$ cat src/rtl/cube_scan_sequencer.sv
// -----------------------------------------------------------------------------
// cube_scan_sequencer
//
// Steps through every non-center sticker of the cube. For each sticker it:
//   1. requests that sticker's setup-move sequence from the motor sequencer,
//   2. waits for the turn to complete, then for a settle period,
//   3. samples the color sensor channel that serves the sticker, and
//   4. accepts the color after AGREE_COUNT consecutive identical legal readings.
// Accepted colors are packed into a flat cube-state register for the solver.
// If a sticker cannot be agreed on within SAMPLE_TIMEOUT sample cycles, the
// scan stops in an error state with the cube state and index frozen.
//
// Ports:
//   clock            in   system clock
//   reset            in   synchronous, active-high reset
//   start            in   begins a scan (honored only when not busy)
//   done_turning     in   motor sequence complete (looked at only while waiting)
//   color_sensors    in   channel k at [k*COLOR_W +: COLOR_W]
//   send_setup_moves out  one-cycle request pulse to the motor sequencer
//   setup_index      out  sticker whose setup sequence is requested
//   sticker_valid    out  one-cycle pulse when a sticker is written
//   sticker_index    out  current sticker index
//   cubestate        out  sticker i at [i*COLOR_W +: COLOR_W]
//   busy             out  high while a scan is in progress
//   scan_done        out  level, high once every sticker has been read
//   scan_error       out  level, high after a sample timeout
// -----------------------------------------------------------------------------
module cube_scan_sequencer #(
    parameter int NUM_SENSORS         = 2,
    parameter int STICKERS_PER_SENSOR = 24,
    parameter int COLOR_W             = 3,
    parameter int MAX_COLOR           = 5,
    parameter int SETTLE_CYCLES       = 16,
    parameter int AGREE_COUNT         = 4,
    parameter int SAMPLE_TIMEOUT      = 1024,
    localparam int NUM_STICKERS       = NUM_SENSORS * STICKERS_PER_SENSOR,
    localparam int IDX_W              = (NUM_STICKERS > 1) ? $clog2(NUM_STICKERS) : 1
) (
    input  logic                            clock,
    input  logic                            reset,
    input  logic                            start,
    input  logic                            done_turning,
    input  logic [NUM_SENSORS*COLOR_W-1:0]  color_sensors,
    output logic                            send_setup_moves,
    output logic [IDX_W-1:0]                setup_index,
    output logic                            sticker_valid,
    output logic [IDX_W-1:0]                sticker_index,
    output logic [NUM_STICKERS*COLOR_W-1:0] cubestate,
    output logic                            busy,
    output logic                            scan_done,
    output logic                            scan_error
);

    localparam int CUBE_W = NUM_STICKERS * COLOR_W;
    // Settle counter holds 0 .. SETTLE_CYCLES-1.
    localparam int SET_W  = (SETTLE_CYCLES > 1) ? $clog2(SETTLE_CYCLES) : 1;
    localparam int AGR_W  = $clog2(AGREE_COUNT + 1);
    localparam int TMO_W  = $clog2(SAMPLE_TIMEOUT + 1);

    // SETTLE_CYCLES of 0 or 1 both give a single pass through SETTLE.
    localparam logic [SET_W-1:0]   SETTLE_LAST = (SETTLE_CYCLES > 1) ? SET_W'(SETTLE_CYCLES - 1)
                                                                     : {SET_W{1'b0}};
    localparam logic [AGR_W-1:0]   AGREE_LAST  = AGR_W'(AGREE_COUNT);
    localparam logic [TMO_W-1:0]   TMO_LAST    = TMO_W'(SAMPLE_TIMEOUT);
    localparam logic [IDX_W-1:0]   LAST_IDX    = IDX_W'(NUM_STICKERS - 1);
    localparam logic [COLOR_W-1:0] MAX_C       = COLOR_W'(MAX_COLOR);

    typedef enum logic [2:0] {
        ST_IDLE      = 3'd0,
        ST_PREP      = 3'd1,
        ST_WAIT_TURN = 3'd2,
        ST_SETTLE    = 3'd3,
        ST_SAMPLE    = 3'd4,
        ST_WRITE     = 3'd5,
        ST_DONE      = 3'd6,
        ST_ERROR     = 3'd7
    } state_t;

    state_t             state_q,     state_d;
    logic [IDX_W-1:0]   index_q,     index_d;
    logic [SET_W-1:0]   settle_q,    settle_d;
    logic [AGR_W-1:0]   agree_q,     agree_d;
    logic [TMO_W-1:0]   tmo_q,       tmo_d;
    logic [COLOR_W-1:0] held_q,      held_d;
    logic [CUBE_W-1:0]  cube_q,      cube_d;
    logic               send_q,      send_d;
    logic [IDX_W-1:0]   setup_idx_q, setup_idx_d;
    logic               valid_q,     valid_d;
    logic               busy_q,      busy_d;
    logic               done_q,      done_d;
    logic               error_q,     error_d;

    logic [COLOR_W-1:0] sample_s;

    // Select the sensor channel serving the current sticker; the last channel
    // whose first sticker is at or below the index wins, which avoids a divider.
    always_comb begin
        sample_s = color_sensors[COLOR_W-1:0];
        for (int k = 1; k < NUM_SENSORS; k++) begin
            sample_s = (index_q >= IDX_W'(k * STICKERS_PER_SENSOR))
                       ? color_sensors[k*COLOR_W +: COLOR_W] : sample_s;
        end
    end

    // Next-state and datapath logic for the scan FSM.
    always_comb begin
        state_d  = state_q;
        index_d  = index_q;
        settle_d = settle_q;
        agree_d  = agree_q;
        tmo_d    = tmo_q;
        held_d   = held_q;
        cube_d   = cube_q;
        case (state_q)
            ST_IDLE, ST_DONE, ST_ERROR: begin
                if (start) begin
                    cube_d  = {CUBE_W{1'b0}};
                    index_d = {IDX_W{1'b0}};
                    state_d = ST_PREP;
                end else begin
                    state_d = state_q;
                end
            end
            ST_PREP: begin
                settle_d = {SET_W{1'b0}};
                agree_d  = {AGR_W{1'b0}};
                tmo_d    = {TMO_W{1'b0}};
                state_d  = ST_WAIT_TURN;
            end
            ST_WAIT_TURN: begin
                if (done_turning) begin
                    settle_d = {SET_W{1'b0}};
                    state_d  = ST_SETTLE;
                end else begin
                    state_d  = state_q;
                end
            end
            ST_SETTLE: begin
                if (settle_q == SETTLE_LAST) begin
                    agree_d = {AGR_W{1'b0}};
                    tmo_d   = {TMO_W{1'b0}};
                    state_d = ST_SAMPLE;
                end else begin
                    settle_d = settle_q + SET_W'(1'b1);
                end
            end
            ST_SAMPLE: begin
                tmo_d = tmo_q + TMO_W'(1'b1);
                // Illegal codes break any run in progress.
                if (sample_s > MAX_C) begin
                    agree_d = {AGR_W{1'b0}};
                end else if ((agree_q != {AGR_W{1'b0}}) && (sample_s == held_q)) begin
                    agree_d = agree_q + AGR_W'(1'b1);
                end else begin
                    held_d  = sample_s;
                    agree_d = AGR_W'(1'b1);
                end
                // Agreement on the last allowed sample still counts as success.
                if (agree_d == AGREE_LAST) begin
                    for (int i = 0; i < NUM_STICKERS; i++) begin
                        if (index_q == IDX_W'(i)) begin
                            cube_d[i*COLOR_W +: COLOR_W] = held_d;
                        end else begin
                            cube_d[i*COLOR_W +: COLOR_W] = cube_q[i*COLOR_W +: COLOR_W];
                        end
                    end
                    state_d = ST_WRITE;
                end else if (tmo_d == TMO_LAST) begin
                    state_d = ST_ERROR;
                end else begin
                    state_d = state_q;
                end
            end
            ST_WRITE: begin
                if (index_q == LAST_IDX) begin
                    state_d = ST_DONE;
                end else begin
                    index_d = index_q + IDX_W'(1'b1);
                    state_d = ST_PREP;
                end
            end
            default: begin
                state_d = ST_IDLE;
            end
        endcase
    end

    // Outputs are decoded from the next state so they line up with the state
    // they describe once registered.
    always_comb begin
        send_d      = (state_d == ST_PREP);
        setup_idx_d = index_d;
        valid_d     = (state_d == ST_WRITE);
        busy_d      = (state_d != ST_IDLE) && (state_d != ST_DONE) && (state_d != ST_ERROR);
        done_d      = (state_d == ST_DONE);
        error_d     = (state_d == ST_ERROR);
    end

    // State and output registers with synchronous reset.
    always_ff @(posedge clock) begin
        if (reset) begin
            state_q     <= ST_IDLE;
            index_q     <= {IDX_W{1'b0}};
            settle_q    <= {SET_W{1'b0}};
            agree_q     <= {AGR_W{1'b0}};
            tmo_q       <= {TMO_W{1'b0}};
            held_q      <= {COLOR_W{1'b0}};
            cube_q      <= {CUBE_W{1'b0}};
            send_q      <= 1'b0;
            setup_idx_q <= {IDX_W{1'b0}};
            valid_q     <= 1'b0;
            busy_q      <= 1'b0;
            done_q      <= 1'b0;
            error_q     <= 1'b0;
        end else begin
            state_q     <= state_d;
            index_q     <= index_d;
            settle_q    <= settle_d;
            agree_q     <= agree_d;
            tmo_q       <= tmo_d;
            held_q      <= held_d;
            cube_q      <= cube_d;
            send_q      <= send_d;
            setup_idx_q <= setup_idx_d;
            valid_q     <= valid_d;
            busy_q      <= busy_d;
            done_q      <= done_d;
            error_q     <= error_d;
        end
    end

    assign send_setup_moves = send_q;
    assign setup_index      = setup_idx_q;
    assign sticker_valid    = valid_q;
    assign sticker_index    = index_q;
    assign cubestate        = cube_q;
    assign busy             = busy_q;
    assign scan_done        = done_q;
    assign scan_error       = error_q;

endmodule

$ cat config.mk
export PLATFORM = sky130hd
export DESIGN_NAME = cube_scan_sequencer
export DESIGN_NICKNAME = d
export VERILOG_FILES = /design/src/rtl/cube_scan_sequencer.sv
export SDC_FILE = /design/constraint.sdc
export NUM_CORES = 1
export LEC_CHECK = 0
export CORE_ASPECT_RATIO = 1.2
export CORE_UTILIZATION = 51
export CTS_CLUSTER_DIAMETER = 50
export CTS_CLUSTER_SIZE = 28
export DETAILED_ROUTE_END_ITERATION = 8
export HOLD_SLACK_MARGIN = 0.1
export PLACE_DENSITY = 0.8
export SYNTH_ARGS = -nofsm -noshare
export SYNTH_HDL_FRONTEND = slang
export SYNTH_SLANG_ARGS = --single-unit
$ cat constraint.sdc
create_clock -name clock -period 3.4 [get_ports clock]
set_input_delay 0.68 -clock clock [delete_from_list [all_inputs] [get_ports clock]]
set_output_delay 0.68 -clock clock [all_outputs]
set_load 0.01 [all_outputs]
# Word-level counts from Yosys, hierarchy flattened
# Index checks and enable logic that the tools add are counted.
op_classes:
  addsub: 4
  n_mul: 0
  div_mod_pow: 0
  magnitude_cmp: 2
  n_eq_ne: 118
  shift: 0
  muxes: 74
  n_bitwise: 0
  reduce_logical: 63
ops:
  columns: ["op", "count"]
  rows:
  - ["$mux 144", 2]
  - ["$pmux 144 s2", 1]
  - ["$reduce_and 4->1", 48]
  - ["$mux 3", 61]
  - ["$ne 2x2->1 const B", 54]
  - ["$eq 6x5->1 const B", 16]
  - ["$eq 6x6->1 const B", 16]
  - ["$eq 6x4->1 const B", 8]
  - ["$pmux 11 s3", 1]
  - ["$eq 3x3->1 const B", 8]
  - ["$eq 6x3->1 const B", 4]
  - ["$pmux 3 s6", 1]
  - ["$eq 6x2->1 const B", 2]
  - ["$mux 6", 2]
  - ["$pmux 4 s3", 1]
  - ["$pmux 6 s2", 1]
  - ["$reduce_bool 3->1", 4]
  - ["$add 11x1->11 const B", 1]
  - ["$eq 11x11->1 const B", 1]
  - ["$mux 11", 1]
  - ["$pmux 3 s3", 1]
  - ["$mux 4", 2]
  - ["$add 6x1->6 const B", 1]
  - ["$eq 3x1->1 const B", 2]
  - ["16 further kinds", 22]
word_totals:
  regBits: 179
  latch_bits: 0
  ramBits: 0
  rom_bits: 0
  inputBits: 10
  out_inout_bits: 161
  wordCells: 320
  n_memories: 0

# Logic depth before layout (Yosys ltp)
# Gate-level depths: netlist of the first run.
logic_depth:
  depth_word: 13
  ltp_mapped: 10
  mapped_depth_nobuf: 9

# Worst setup path after synthesis of the first run
# Ideal clock, no wire load.
synth_path:
  path_type: "reg-to-reg"
  from: "register, netlist name setup_index[4]"
  to: "register cube_q[21] (netlist: cubestate[21])"
  setup_ps: 132
  arrival_time_ps: 2307
  setup_slack_ps: 961
  path_stages_with_launch: 9
  period_less_slack_ps: 2439
  path_cell_list: "dfxtp_1 clkbuf_2 a21oi_4 mux2i_2 xnor2_1 nor4b_4 buf_6 a21oi_4 mux2i_1"
synth_lines:
  columns: ["element", "line_no", "rtl"]
  rows:
  - ["end signal, assigned", "208", "cube_q <= {CUBE_W{1'b0}};"]
  - ["end signal, assigned", "222", "cube_q <= cube_d;"]
  - ["end, declared", "85", "logic [CUBE_W-1:0] cube_q, cube_d;"]

==> impl_metrics.py, run 1 <==
metrics = {
    "outcome": {
        "status": "finished clean",
    },
    "sta": {
        "holdWs_ns": 0.473,
        "rsz0062_at_grt": "no",
        "finalMaxSlewViolations": 0,
        "relSlewSlack_pct": 38.5,
        "max_freq_ghz": 0.345,
        "min_period_ns": 2.89,
        "post-route-period-util_pct": 85.1,
        "skew_ns": 0.00993,
        "hold_viol": 0,
        "finalSetupViolations": 0,
        "tightest_slew_ns": 0.916,
        "fin_tns_setup_ns": 0,
    },
    "floorplan": {
        "rows": 50,
        "die_w_um": 119,
        "initial_utilization_pct": 52.7,
        "die_area_um2": 16800,
        "core_area_um2": 15800,
        "io_pins": 171,
        "die_y_um": 142,
    },
    "worst_setup_path": {
        "path_class": "reg2reg",
        "cp_cell_sequence": "a21oi_4, mux2i_1, xnor2_1, nor4b_4, buf_12, a31oi_1, mux2i_1",
        "end_kind": "flip-flop",
        "cp_max_fo": 16,
        "cp-start-kind": "flip-flop",
        "required_ns": 3.75,
        "arrival_ns": 3.24,
        "cpMaxStageDelayCell": "xnor2_1",
        "max_stage_delay_ns": 0.75,
        "cpMostUsedCell": "mux2i_1",
    },
    "synthesis": {
        "syn_area_um2": 8310,
        "yosys.area_share.adder_pct": 1.20,
        "ys_seq_elements": 179,
        "syn_inst": 812,
        "yosysWarnings": 0,
        "synth-main-ff-cell": "dfxtp_1",
        "synth-edff-count": 0,
        "postSynthAreaPerCell_um2": 10.2,
        "yosysSeqAreaShare_pct": 43.1,
        "async_reset_ff_share_pct": 0,
        "syn_nets": 830,
        "ys_types": 57,
        "synth.area.mux_share_pct": 18.0,
        "synth_compound_area_share_pct": 12.0,
        "synth-simple-area-share_pct": 20.4,
        "synth_xor_area_share_pct": 1.26,
        "synth_top_family_by_area": "simple AND/OR/NAND/NOR gates",
    },
    "global_route": {
        "grt_pass1_wl_mm": 32.8,
        "grt_usage_pct": 25.0,
        "grt_max_degree": 96,
        "grt_pass1_vias": 6129,
        "grt_antenna_before_repair": 0,
        "gr-total-overflow": 0,
    },
    "clock_network": {
        "clock_sinks": 179,
        "clk_latency_ns": 0.43,
        "clk_pin_slew_worst_paths_ns": 0.07,
        "cts_tree": "yes",
        "cts_resized": 0,
        "cts_buffer_depth": 2,
        "cts_buffers": 17,
        "cts_hold_buf": 0,
        "cts_setup_buffers": 0,
        "h-tree-depth": 4,
        "root_buffer": "clkbuf_16",
    },
    "cells_and_area": {
        "design_area_um2": 10900,
        "syn_to_final_growth_pct": 30.7,
        "diodes": 0,
        "drive_gt1_share_pct": 10.2,
        "fin_cells": 1179,
        "nets": 976,
    },
    "routing": {
        "postRouteAntennaNets": 0,
        "drt_wl_total_mm": 20.4,
        "dr_total_vias": 6335,
        "drcViolationCount": 0,
        "drt-initial-drc-count": 460,
        "wl_per_cell_um": 17.3,
        "dr.pass1.iters": 4,
        "vias_per_cell": 5.37,
    },
    "min_path": {
        "min_path_type": "reg2reg",
    },
    "place": {
        "place_congestion": 0.815,
        "dp_cells": 1147,
        "place_area_um2": 10200,
        "io_buffers": 170,
        "dp_hpwl_mm": 13.8,
    },
    "power_and_ir_drop": {
        "vdd_ir_drop_max_mv": 0.307,
        "power_density_nw_per_um2": 448,
        "power_leakage_nw": 4.28,
    },
    "run": {
        "maxCapViolations": 0,
    },
}
## area by class of cell
type                    count  area (um2)
multi-input cells         558        4430
inverters                  11        41.3
repair buffers            191        1920
fillers                  1229        4900
flip-flops and latches    179        3580
clock inverters            13         195
well taps                 208         260
clock buffers              19         443
## layout by cell type, fill, tap and decap left out, types with 5 or more instances in the layout
cell and count:
nor2b_1 8, xor2_1 7, nand4_1 5, and2_1 10
clkbuf_16 17, nor2_1 26, inv_1 11, nor4_1 5
and3_1 8, clkdlybuf4s50_1 169, ha_1 8, or3_1 6
nand3_1 6, buf_4 17, a21oi_1 25, a21oi_4 32
buf_12 5, nand2_1 22, xnor2_1 5, o21ai_0 11
mux2i_1 146, dfxtp_1 179, a31oi_1 17, nor3_1 11
nand2b_1 151
## logic make-up (layout without fill, tap and decap cells)
family | count (synthesis) | count (layout)
muxes | 149 | 149
xor gates and xnor gates | 12 | 12
AOI/OAI and AO/OA | 110 | 110
DFF | 179 | 179
and+or+nand+nor | 279 | 279
adders and majority gates | 8 | 8
buffers and inverters | 75 | 234
## worst paths after layout
check | start | end | slack (ns) | cells past startpoint
max | setup_index[4] | cubestate[5] | 0.51 | 7
max reg2reg | setup_index[4] | cubestate[5] | 0.51 | 7
min reg2reg | cubestate[54] | cubestate[54] | 0.47 | 2
min | cubestate[54] | cubestate[54] | 0.47 | 2
## cell usage after synthesis (10+ instances only)
cell	number	share of area, %
nor3_1	11	0.66
and2_1	10	0.75
nand2_1	22	0.99
a31oi_1	17	1.3
a21oi_1	26	1.6
clkbuf_1	49	2.2
nand2b_1	151	11
inv_1	11	0.50
nor2_1	26	1.2
a21oi_4	31	6.1
dfxtp_1	179	43
mux2i_1	146	18
o21ai_0	13	0.78
## report_power, final
| group | switching [W] | internal, W | total [W] |
|---|---|---|---|
| combinational | 0.000350 | 0.000285 | 0.000635 |
| clock | 0.000850 | 0.00127 | 0.00212 |
| sequential | 0.0000156 | 0.00211 | 0.00212 |
## flip-flops by register name, summed over array words and instances (netlist names)
| signal | count |
|---|---|
| busy | 1 |
| tmo_q | 11 |
| scan_error | 1 |
| held_q | 3 |
| cubestate | 144 |
| state_q | 3 |
| agree_q | 3 |
| send_setup_moves | 1 |
| setup_index | 6 |
| settle_q | 4 |
| sticker_valid | 1 |
| scan_done | 1 |
## critical path, delay by kind of cell, from the launching register on
| kind | cells | cell delay [ns] |
|---|---|---|
| XOR/XNOR | 1 | 0.75 |
| AND/OR/NAND/NOR | 1 | 0.11 |
| AO/OA/AOI/OAI | 2 | 0.83 |
| buffers and inverters | 1 | 0.22 |
| multiplexers | 2 | 0.45 |
| flip-flops | 1 | 0.44 |
## per-stage QoR
stage / power, W / utilization [%] / setup slack (ns)
global route: 0.00505 / 68.9 / 0.359
detailed placement: 0.00280 / 64.9 / 0.243
global placement: 0.00280 / 64.9 / 0.263
floorplan: 0.00266 / - / 0.961
finish: 0.00487 / 68.9 / 0.506
CTS: 0.00490 / 68.9 / 0.511
## routing by layer
metal | share of wire (%) | up-vias | track usage, %
li1 | - | 3094 | -
met1 | 43 | 3046 | 31.1
met2 | 50 | 172 | 42.4
met3 | 4.6 | 23 | 4.86
met4 | 2.0 | 0 | 10.2
met5 | 0 | - | 0
(Power assumes the default switching activity.)
==> inputs of run 2 (changes only) <==
Settings changed: CORE_ASPECT_RATIO 1.2 to default, CTS_CLUSTER_SIZE 28 to default, SKIP_LAST_GASP from default to 1.
==> impl_metrics.py, run 2 (synthesis results as in run 1) <==
metrics = {
    "outcome": {
        "status": "finished clean",
    },
    "global_route": {
        "grt_antenna_before_repair": 0,
        "grt_max_degree": 137,
        "grt_usage_pct": 25.3,
        "gr-total-overflow": 0,
        "grt_pass1_wl_mm": 32.6,
        "grt_pass1_vias": 6165,
    },
    "cells_and_area": {
        "final_common_cell": "dfxtp_1",
        "diodes": 0,
        "n_fill_cell": 1257,
        "syn_to_final_growth_pct": 31.2,
        "mostFrequentLayoutCells": "dfxtp_1 (179), clkdlybuf4s50_1 (169), nand2b_1 (151), mux2i_1 (146), a21oi_4 (32)",
        "fin_cells": 1194,
        "nets": 986,
        "drive_gt1_share_pct": 10.8,
        "post-route-util_pct": 68.6,
        "largest_reg_flops": 144,
    },
    "power_and_ir_drop": {
        "power.net_switching_w": 0.00117,
        "vdd_ir_drop_max_mv": 0.437,
        "p_seq_share_pct": 44.3,
        "pwr-share-comb_pct": 14.0,
        "power_leakage_nw": 4.31,
        "power_w": 0.00477,
        "power_frac_clock_pct": 41.7,
        "power_switching_share_pct": 24.6,
        "power_density_nw_per_um2": 437,
        "p_int_w": 0.00360,
    },
    "min_path": {
        "min_path_type": "reg2reg",
    },
    "sta": {
        "holdWs_ns": 0.473,
        "finalSetupViolations": 0,
        "hold_viol": 0,
        "layout_setup_ws_ns": 0.231,
        "post-route-period-util_pct": 93.2,
        "min_period_ns": 3.17,
        "rsz0062_at_grt": "no",
        "skew_ns": 0.0125,
        "finalMaxSlewViolations": 0,
        "tightest_slew_ns": 1.31,
        "relSlewSlack_pct": 11.8,
        "max_freq_ghz": 0.316,
    },
    "floorplan": {
        "initial_utilization_pct": 52.3,
        "die_y_um": 130,
        "rows": 46,
        "die_w_um": 130,
        "die_area_um2": 16800,
        "core_area_um2": 15900,
        "io_pins": 171,
    },
    "worst_setup_path": {
        "path_class": "reg2reg",
        "required_ns": 3.68,
        "max_stage_delay_ns": 1.00,
        "reg2reg_slack_ns": 0.23,
        "cp-start-kind": "flip-flop",
        "arrival_ns": 3.45,
        "path_buf_inv": 2,
        "crit_family": "simple AND/OR/NAND/NOR gates",
        "cp_max_fo": 13,
        "cp_cell_sequence": "inv_1, ha_1, nand2b_1, nor4_1, nand4_2, nor4_4, a31oi_1, buf_4, mux2i_1",
        "cpMaxStageDelayCell": "nor4_4",
        "end_kind": "flip-flop",
    },
    "clock_network": {
        "h-tree-depth": 4,
        "cts_tree": "yes",
        "clk_pin_slew_worst_paths_ns": 0.06,
        "cts_buffers": 17,
        "root_buffer": "clkbuf_16",
        "cts_buffer_depth": 2,
        "clk_latency_ns": 0.42,
        "clock_sinks": 179,
    },
    "place": {
        "dp_cells": 1165,
        "pre_cts_ws_ns": -0.216,
        "place_congestion": 0.819,
        "dp_hpwl_mm": 13.7,
        "io_buffers": 170,
    },
    "routing": {
        "drt_wl_total_mm": 20.8,
        "drcViolationCount": 0,
        "postRouteAntennaNets": 0,
        "drt-initial-drc-count": 312,
        "dr_total_vias": 6321,
        "vias_per_cell": 5.29,
        "wl_per_cell_um": 17.4,
        "dr.pass1.iters": 4,
    },
    "run": {
        "maxCapViolations": 0,
    },
}
run 2: changes by cell type in the layout (fill, tap and decap cells not counted), sizes merged:
cell,delta
clkinv,+2
clkbuf,+1
buf,+10
clkinvlp,-1
bufinv,-1
inv,-4
run 2: final timing paths:
path	start	end	cells after the start
min	cubestate[115]	cubestate[115]	2
min reg2reg	cubestate[115]	cubestate[115]	2
max	agree_q[0]	cubestate[56]	9
max reg2reg	agree_q[0]	cubestate[56]	9
run 2: timing repair:
action	CTS	global route
buffers inserted	0	0
hold buffers	0	0
gates resized for setup	0	0
setup endpoints to repair	0	14
run 2: worst register-to-register path: stages, from the launching register on:
cell	delay, ns
dfxtp_1	0.40
inv_1	0.06
ha_1	0.30
nand2b_1	0.16
nor4_1	0.31
nand4_2	0.19
nor4_4	1.00
a31oi_1	0.26
buf_4	0.23
mux2i_1	0.11
run 2: per-stage QoR:
stage / instance area, um2 / setup TNS [ns]
floorplan: 8310 / 0
global placement: 10300 / -4.70
detailed placement: 10300 / -4.97
CTS: 10900 / 0
global route: 10900 / 0
finish: 10900 / 0
run 2: per-layer routing:
layer / vias up / GRT usage, % / wire length (um)
li1: 3094 / - / -
met1: 3036 / 31.0 / 9150
met2: 177 / 42.4 / 9910
met3: 14 / 8.46 / 1500
met4: 0 / 6.98 / 217
met5: - / 0 / 0
run 2: cell type report:
cell class	count	area [um2]	share of cell area [%]
Clock inverter	9	130	1.19
Inverter	11	41.3	0.379
Clock buffer	20	457	4.19
Sequential cell	179	3580	32.9
Timing Repair Buffer	201	1990	18.3
Multi-Input combinational cell	558	4430	40.6
Tap cell	216	270	2.48
run 2: power by group through the flow:
| stage | Clock (W) | Sequential (W) | Combinational [W] |
|---|---|---|---|
| 2_1_floorplan | 0 | 0.00216 | 0.000501 |
| 6_report | 0.00199 | 0.00211 | 0.000667 |
| 5_1_grt | 0.00211 | 0.00211 | 0.000705 |
| 3_5_place_dp | 0 | 0.00216 | 0.000660 |
| 3_3_place_gp | 0 | 0.00216 | 0.000658 |
| 4_1_cts | 0.00203 | 0.00211 | 0.000667 |
==> inputs of run 3 (changes only) <==
Settings changed: CORE_MARGIN from default to 2.
==> impl_metrics.py, run 3 (synthesis results as in run 1) <==
metrics = {
    "worst_setup_path": {
        "max_stage_delay_ns": 0.65,
        "end_kind": "flip-flop",
        "required_ns": 3.71,
        "arrival_ns": 3.20,
        "cpMostUsedCell": "buf_4",
        "cp-start-kind": "flip-flop",
        "cp_max_fo": 18,
        "cp_cell_sequence": "or3b_1, nor4_1, nand4_2, nor4b_4, buf_4, a31oi_1, buf_4, mux2i_1",
        "cpMaxStageDelayCell": "dfxtp_1",
        "path_class": "reg2reg",
    },
    "clock_network": {
        "cts_setup_buffers": 0,
        "cts_buffers": 17,
        "clk_latency_ns": 0.43,
        "clock_sinks": 179,
        "cts_tree": "yes",
        "cts_buffer_depth": 2,
        "cts_resized": 0,
        "clk_pin_slew_worst_paths_ns": 0.06,
        "root_buffer": "clkbuf_16",
        "h-tree-depth": 4,
        "cts_hold_buf": 0,
    },
    "routing": {
        "postRouteAntennaNets": 0,
        "dr_total_vias": 6312,
        "dr.pass1.iters": 5,
        "drt_wl_total_mm": 20.8,
        "vias_per_cell": 5.31,
        "wl_per_cell_um": 17.5,
        "drt-initial-drc-count": 364,
        "drcViolationCount": 0,
    },
    "sta": {
        "relSlewSlack_pct": 36.5,
        "tightest_slew_ns": 0.946,
        "min_period_ns": 2.89,
        "skew_ns": 0.0100,
        "post-route-period-util_pct": 85.0,
        "max_freq_ghz": 0.346,
        "rsz0062_at_grt": "no",
        "fin_tns_setup_ns": 0,
        "finalMaxSlewViolations": 0,
        "holdWs_ns": 0.474,
        "hold_viol": 0,
        "finalSetupViolations": 0,
    },
    "global_route": {
        "grt_pass1_wl_mm": 33.5,
        "grt_antenna_before_repair": 0,
        "grt_max_degree": 82,
        "grt_usage_pct": 24.2,
        "use_met2_pct": 38.2,
        "grt_pass1_vias": 6108,
        "busiest_layer": "met2",
        "grtUsageMet1_pct": 30.3,
        "gr-total-overflow": 0,
        "use_met3_pct": 9.18,
    },
    "floorplan": {
        "core_area_um2": 15900,
        "initial_utilization_pct": 52.3,
        "io_pins": 171,
        "die_w_um": 132,
        "die_area_um2": 17300,
        "rows": 46,
        "die_y_um": 132,
    },
    "cells_and_area": {
        "final_common_cell": "dfxtp_1",
        "mostFrequentLayoutCells": "dfxtp_1 (179), clkdlybuf4s50_1 (169), nand2b_1 (151), mux2i_1 (146), a21oi_4 (32)",
        "nets": 978,
        "diodes": 0,
        "largest_reg_flops": 144,
        "syn_to_final_growth_pct": 31.0,
        "design_area_um2": 10900,
        "drive_gt1_share_pct": 10.5,
    },
    "place": {
        "io_buffers": 170,
        "place_area_um2": 10300,
        "place_congestion": 0.842,
        "dp_hpwl_mm": 13.9,
    },
    "power_and_ir_drop": {
        "power_leakage_nw": 4.29,
        "power_w": 0.00486,
        "vdd_ir_drop_max_mv": 0.348,
        "power_density_nw_per_um2": 447,
    },
    "outcome": {
        "status": "finished clean",
    },
    "min_path": {
        "min_path_type": "reg2reg",
    },
    "run": {
        "maxCapViolations": 0,
    },
}
## run 3: cell count changes in the layout (fill, tap and decap cells not counted), sizes merged
cell / delta
clkbuf: -3
buf: -8
clkinv: +2
clkinvlp: +1
bufinv: +1
inv: +2
## run 3: routing by layer
layer | wire, um | vias up
met5 | 0 | -
met2 | 9560 | 165
met4 | 430 | 0
li1 | - | 3094
met3 | 1510 | 28
met1 | 9310 | 3025
## run 3: path summary, 6_finish.rpt
path | from | to | slack (ns) | depth (start not counted)
hold reg to reg | cubestate[118] | cubestate[118] | 0.47 | 2
setup / recovery | state_q[2] | cubestate[99] | 0.51 | 8
hold / removal | cubestate[118] | cubestate[118] | 0.47 | 2
setup reg to reg | state_q[2] | cubestate[99] | 0.51 | 8
## run 3: critical path: cells and delay by family (launching register included)
kind                   cells  cell delay, ns
buffers and inverters      2            0.47
AOI/OAI and AO/OA          1            0.14
and+or+nand+nor            4            1.39
DFF                        1            0.65
muxes                      1            0.12
## run 3: per-stage QoR
| stage | cells | util [%] | worst slack [ns] |
|---|---|---|---|
| after detailed placement | 1157 | 64.6 | 0.220 |
| after global routing | 1189 | 68.5 | 0.313 |
| after floorplan | 812 | - | 0.961 |
| after global placement | 1157 | 64.6 | 0.304 |
| final | 1189 | 68.5 | 0.510 |
| after CTS | 1189 | 68.5 | 0.517 |
## run 3: final cells by class
type | count | area (um2)
clock buffers | 17 | 425
clock inverters | 15 | 205
fillers | 1262 | 5000
inverters | 11 | 41.3
multi-input cells | 558 | 4430
flip-flops and latches | 179 | 3580
well taps | 216 | 270
repair buffers | 193 | 1930
## run 3: report_power, final
| part | internal (W) | total (W) | switching, W |
|---|---|---|---|
| clock | 0.00124 | 0.00210 | 0.000862 |
| combinational | 0.000291 | 0.000641 | 0.000349 |
| sequential | 0.00211 | 0.00212 | 0.0000151 |
